## src/rtl/exu_flush_req.sv

```systemverilog
`default_nettype none
// ============================================================================
//  Module   : exu_flush_req
//  Brief    : Initiator side of the EXU flush interface. Owns the free-running
//             cycle counter, presents one flush code/target per request so the
//             flush-stall controller samples it exactly once at SAMPLE_CNT,
//             and buffers a single pending request while a flush is in flight.
//  Options  : FLUSH_REQ_MERGE_EN - keep req_ready high while a request is
//             pending and merge new requests into the pending slot
//             (type = max of both, newest target wins).
//  Revision : 1.0 - initial release
// ============================================================================
module exu_flush_req #(
   parameter int CNT_W      = 4,
   parameter int CNT_MAX    = 7,
   parameter int SAMPLE_CNT = 4,
   parameter int PC_W       = 32
) (
   input  logic              hclk_i,
   input  logic              hrstn_i,
   input  logic              run_en_i,
   input  logic              req_valid_i,
   input  logic [1:0]        req_type_i,
   input  logic [PC_W-1:0]   req_pc_i,
   output logic              req_ready_o,
   input  logic              flush_stall_i,
   output logic [CNT_W-1:0]  cycle_cnt_o,
   output logic [1:0]        flush_o,
   output logic [PC_W-1:0]   flush_pc_o,
   output logic              flush_busy_o,
   output logic              bad_req_o
);

   localparam logic [CNT_W-1:0] c_CNT_MAX    = CNT_W'(CNT_MAX);
   localparam logic [CNT_W-1:0] c_SAMPLE_CNT = CNT_W'(SAMPLE_CNT);
   localparam logic [1:0]       c_TYPE_NONE  = 2'd0;

   typedef enum logic [1:0] {
      S_IDLE  = 2'd0,
      S_ARMED = 2'd1,
      S_HOLD  = 2'd2
   } state_t;

   state_t             state_q;
   logic [CNT_W-1:0]   cnt_q;
   logic [1:0]         flush_q;     // doubles as the active request type
   logic [PC_W-1:0]    act_pc_q;
   logic               pend_vld_q;
   logic [1:0]         pend_type_q;
   logic [PC_W-1:0]    pend_pc_q;
   logic               bad_req_q;

   logic               w_se;
   logic               w_legal;
   logic               w_ready;
   logic               w_accept;
   logic               w_bypass;
   logic               w_move;
   logic [1:0]         w_merge_type;

   // Sample event uses the current-cycle counter value
   assign w_se    = run_en_i && (cnt_q == c_SAMPLE_CNT);
   assign w_legal = (req_type_i == 2'd1) || (req_type_i == 2'd2);

`ifdef FLUSH_REQ_MERGE_EN
   assign w_ready = 1'b1;
`else
   assign w_ready = !pend_vld_q;
`endif

   assign w_accept = req_valid_i && w_ready && w_legal;

   // An accept in IDLE with nothing pending goes straight to the active slot
   assign w_bypass = (state_q == S_IDLE) && !pend_vld_q;

   // Pending request is promoted to active this cycle
   assign w_move = pend_vld_q &&
                   ((state_q == S_IDLE) || ((state_q == S_HOLD) && !flush_stall_i));

   // A long flush must never be downgraded by a later short one
   assign w_merge_type = (req_type_i > pend_type_q) ? req_type_i : pend_type_q;

   // Free-running phase counter, wraps after CNT_MAX, frozen while run_en is low
   always_ff @(posedge hclk_i or negedge hrstn_i) begin
      if (!hrstn_i) begin
         cnt_q <= '0;
      end else if (run_en_i) begin
         if (cnt_q == c_CNT_MAX) begin
            cnt_q <= '0;
         end else begin
            cnt_q <= cnt_q + 1'b1;
         end
      end
   end

   // Active-slot state machine; flush code and target are registered here
   always_ff @(posedge hclk_i or negedge hrstn_i) begin
      if (!hrstn_i) begin
         state_q  <= S_IDLE;
         flush_q  <= c_TYPE_NONE;
         act_pc_q <= '0;
      end else begin
         case (state_q)
            S_IDLE: begin
               if (pend_vld_q) begin
                  state_q  <= S_ARMED;
                  flush_q  <= pend_type_q;
                  act_pc_q <= pend_pc_q;
               end else if (w_accept) begin
                  state_q  <= S_ARMED;
                  flush_q  <= req_type_i;
                  act_pc_q <= req_pc_i;
               end
            end
            S_ARMED: begin
               // Drop the code right after the sample so it is seen only once
               if (w_se) begin
                  state_q <= S_HOLD;
                  flush_q <= c_TYPE_NONE;
               end
            end
            S_HOLD: begin
               if (!flush_stall_i) begin
                  if (pend_vld_q) begin
                     state_q  <= S_ARMED;
                     flush_q  <= pend_type_q;
                     act_pc_q <= pend_pc_q;
                  end else begin
                     state_q <= S_IDLE;
                  end
               end
            end
            default: begin
               state_q <= S_IDLE;
               flush_q <= c_TYPE_NONE;
            end
         endcase
      end
   end

   // Single-entry pending buffer: fill, merge, or drain on promotion
   always_ff @(posedge hclk_i or negedge hrstn_i) begin
      if (!hrstn_i) begin
         pend_vld_q  <= 1'b0;
         pend_type_q <= c_TYPE_NONE;
         pend_pc_q   <= '0;
      end else if (w_accept && !w_bypass) begin
         pend_vld_q <= 1'b1;
         pend_pc_q  <= req_pc_i;
         if (pend_vld_q && !w_move) begin
            pend_type_q <= w_merge_type;
         end else begin
            pend_type_q <= req_type_i;
         end
      end else if (w_move) begin
         pend_vld_q <= 1'b0;
      end
   end

   // Sticky flag for any request carrying an illegal type code
   always_ff @(posedge hclk_i or negedge hrstn_i) begin
      if (!hrstn_i) begin
         bad_req_q <= 1'b0;
      end else if (req_valid_i && !w_legal) begin
         bad_req_q <= 1'b1;
      end
   end

   assign req_ready_o  = w_ready;
   assign cycle_cnt_o  = cnt_q;
   assign flush_o      = flush_q;
   assign flush_pc_o   = act_pc_q;
   assign flush_busy_o = (state_q != S_IDLE) || pend_vld_q;
   assign bad_req_o    = bad_req_q;

endmodule
`default_nettype wire
```

## config.mk

```make
export PLATFORM = sky130hd
export DESIGN_NAME = exu_flush_req
export DESIGN_NICKNAME = d
export VERILOG_FILES = /design/src/rtl/exu_flush_req.sv
export SDC_FILE = /design/constraint.sdc
export NUM_CORES = 1
export LEC_CHECK = 0
export BUFFER_PORTS_ARGS = -buffer_cell sky130_fd_sc_hd__buf_2
export CELL_PAD_IN_SITES_DETAIL_PLACEMENT = 0
export CELL_PAD_IN_SITES_GLOBAL_PLACEMENT = 1
export CORE_MARGIN = 8
export CORE_UTILIZATION = 44
export CTS_CLUSTER_SIZE = 24
export DETAILED_ROUTE_END_ITERATION = 10
export MAX_ROUTING_LAYER = met4
export PLACE_DENSITY = 0.9
export SYNTH_ARGS = -nofsm -noshare
export SYNTH_HDL_FRONTEND = slang
export SYNTH_SLANG_ARGS = --single-unit
```

## constraint.sdc

```tcl
create_clock -name hclk_i -period 1.9 [get_ports hclk_i]
set_input_delay 0.38 -clock hclk_i [delete_from_list [all_inputs] [get_ports hclk_i]]
set_output_delay 0.38 -clock hclk_i [all_outputs]
set_load 0.01 [all_outputs]
```

==> results.md <==
- Status: completed
- Worst slew margin: 70.5%
- Routed vias/inst: between 4 and 5
- Ratio of cells with drive above 1 in the final layout: 63.1%
- Cell taking the most area after synthesis: dfrtp_1
- FP Rows: 32
- LEAKAGE: 2.07 nW
- Sink Count: 76
- Post-DRT Antenna Nets: 0
- Number of global-route vias before repair: 2412
- Count of final hold-check violations: 0
- Die area: 11200 sq um
- PD cells: roughly 1800 nW/um^2
- Final WL: 7100 microns
- Clock latency on the worst-skew pair: between 0.3 and 0.4 ns
- Cell area after synthesis: 3540 sq um
- Die Y: between 100 and 150 microns
- Routed len/inst: around 17 microns
- Setup Fix Bufs, Post-CTS: 0
- Total track usage: 13.6%
- Diodes inserted: 0
- First-iteration detailed-routing DRC count: 40
- Initial Utilization: 45.5%
- Final setup violation count: 0
- Max-slew violation count: 0
- Initial antenna violation count: 0
- CTS H-tree lvls: 3
- RD Place Congestion: roughly 0.78
- Period utilization: 91.9%
- Largest net degree at the start of global routing: 35
- TritonRoute pass-1 iters: 3
- Synth top area cells: dfrtp_1 54%, mux2_2 21%, mux2_4 13%
- Max Buffers Root-to-Sink: 2
- Skew final: 0.0124 ns
- Number of synthesized flops with an enable pin: 0
- Seq/Total Area, Yosys: 53.8%
- Post-synth top cells: 76 x dfrtp_1, 65 x mux2_2, 30 x mux2_4
- Top-count cell post-synth: dfrtp_1
- Setup TNS: 0 ns
- Core footprint: 7770 sq um
- Yosys top cell area share: 53.8%
- Required time worst endpoint: 2.11 ns
- Distinct cells, synth: 30
- Clock root cell: clkbuf_8
- FILL cells: between 600 and 700
- Crit Path Max Fanout: 24
- Crit Path Category: reg -> reg
- Max Cap Viol: 0
- Area grow syn2layout: 21.4%
- I/O Pins: 80
- CTS buffer count: 9
- Pwr Total: 0.00768 W
- Worst slew pin tran: about 0.44 ns
- Number of synthesized register bits: 76
- DR vias: 2076
- Synth Instances: 229
- Max VDD drop: between 600 and 700 uV
- First-pass GRT wire length: between 10000 and 15000 microns
- Prevailing post-synth register cell: dfrtp_1
- Syn_area_per_cell: 15.4 sq um
- Number of remaining DRC errors: 0
- PortBufs: between 70 and 80
- Critical Path AT: 1.96 ns
- Chip Width: between 100 and 150 microns
- Hold Path Class: in -> reg
- CP Capture Type: register
- Clock transition at the registers of the reported paths: ~0.07 ns
- Dpl hpwl: 5100 microns
- CTS tree: built
- RSZ-0062 raised after global routing: no
- Max Freq: 573 MHz
- Layout Nets: 361
- Worst Setup Start Kind: register
- Async SR Flop Fraction: 100%
- Number of synthesis warnings: 0
- Fin crit period: 1.75 ns
- GRT overflow: 0
- Synthesized net count: 270
cells by family after synthesis:
group / Yosys count / share of synthesized area, %
buf+inv: 18 / 4.35
xor+xnor: 2 / 0.708
flops: 76 / 53.8
compound gates: 14 / 3.18
fa+ha+maj: 2 / 0.707
mux: 98 / 34.4
simple gates: 19 / 2.90
through the flow:
stage / std cells / area, sq um / util (%) / setup slack (ns) / hold WS, ns
finish: 427 / 4300 / 55.3 / 0.153 / 0.274
global route: 427 / 4300 / 55.3 / 0.0894 / 0.263
CTS: 427 / 4300 / 55.3 / 0.155 / 0.255
detailed placement: 410 / 4070 / 52.4 / 0.124 / 0.356
global placement: 410 / 4070 / 52.4 / 0.169 / 0.356
floorplan: 229 / 3540 / - / 0.250 / 0.0844
report_power, final:
part,total [W],switching (W),internal [W]
registers,0.00288,0.000444,0.00244
logic,0.00348,0.00141,0.00207
clock network,0.00132,0.000581,0.000740
final timing paths:
path                                    start              to  slack [ns]  cells past startpoint
worst max-delay path               state_q[1]  flush_pc_o[16]        0.15                      5
worst min-delay path            flush_stall_i      state_q[1]        0.27                      3
worst max register to register     state_q[1]  flush_pc_o[16]        0.15                      5
worst min register to register      bad_req_o       bad_req_o        0.49                      1
max in group asynchronous             hrstn_i   pend_pc_q[21]        0.84                      3
min in group asynchronous             hrstn_i  flush_pc_o[28]        0.53                      2
worst max-delay path: stages (launching register included):
cell	delay [ns]
dfrtp_1	0.45
and2b_1	0.24
nor2_4	0.12
buf_12	0.19
mux2_2	0.35
mux2_4	0.25
per-layer routing:
layer | vias up | track usage, % | routed length [microns] | share of wire, %
met2 | 47 | 21.8 | 3530 | 50
met1 | 1034 | 15.9 | 3170 | 45
met3 | 7 | 3.47 | 314 | 4.4
met4 | 0 | 5.43 | 92 | 1.3
met5 | - | - | 0 | 0
li1 | 988 | - | - | -
timing repair:
item | in CTS | in global routing
hold buffers | 1 | 0
endpoints found under the setup margin | 0 | 0
endpoints found under the hold margin | 31 | 0
gates resized for setup | 0 | 0
sequential cells by signal, summed over array words and instances, names as in the netlist:
name / count
state_q: 2
cycle_cnt_o: 4
bad_req_o: 1
flush_pc_o: 32
pend_pc_q: 32
pend_type_q: 2
flush_o: 2
pend_vld_q: 1
placed cells by master, fill, tap and decap left out, types with 2 or more instances in the layout:
cell type,n
nand2b_1,2
clkbuf_8,9
o21ai_0,5
mux2_1,3
ha_1,2
nand2_1,7
bufinv_16,2
clkinvlp_4,2
inv_1,8
buf_2,78
o2bb2ai_1,2
buf_12,4
buf_4,7
mux2_2,65
mux2_4,30
nor2_1,2
dfrtp_1,76
cell type report:
class	instances	area (sq um)	share of cell area [%]
tap	102	128	2.97
multi-input combinational	135	1490	34.6
timing repair buffer	90	533	12.4
clock inverter	6	88.8	2.07
inverter	8	30.0	0.699
clock buffer	10	128	2.97
sequential	76	1900	44.3
No activity file was read; power rests on OpenSTA's default activity.
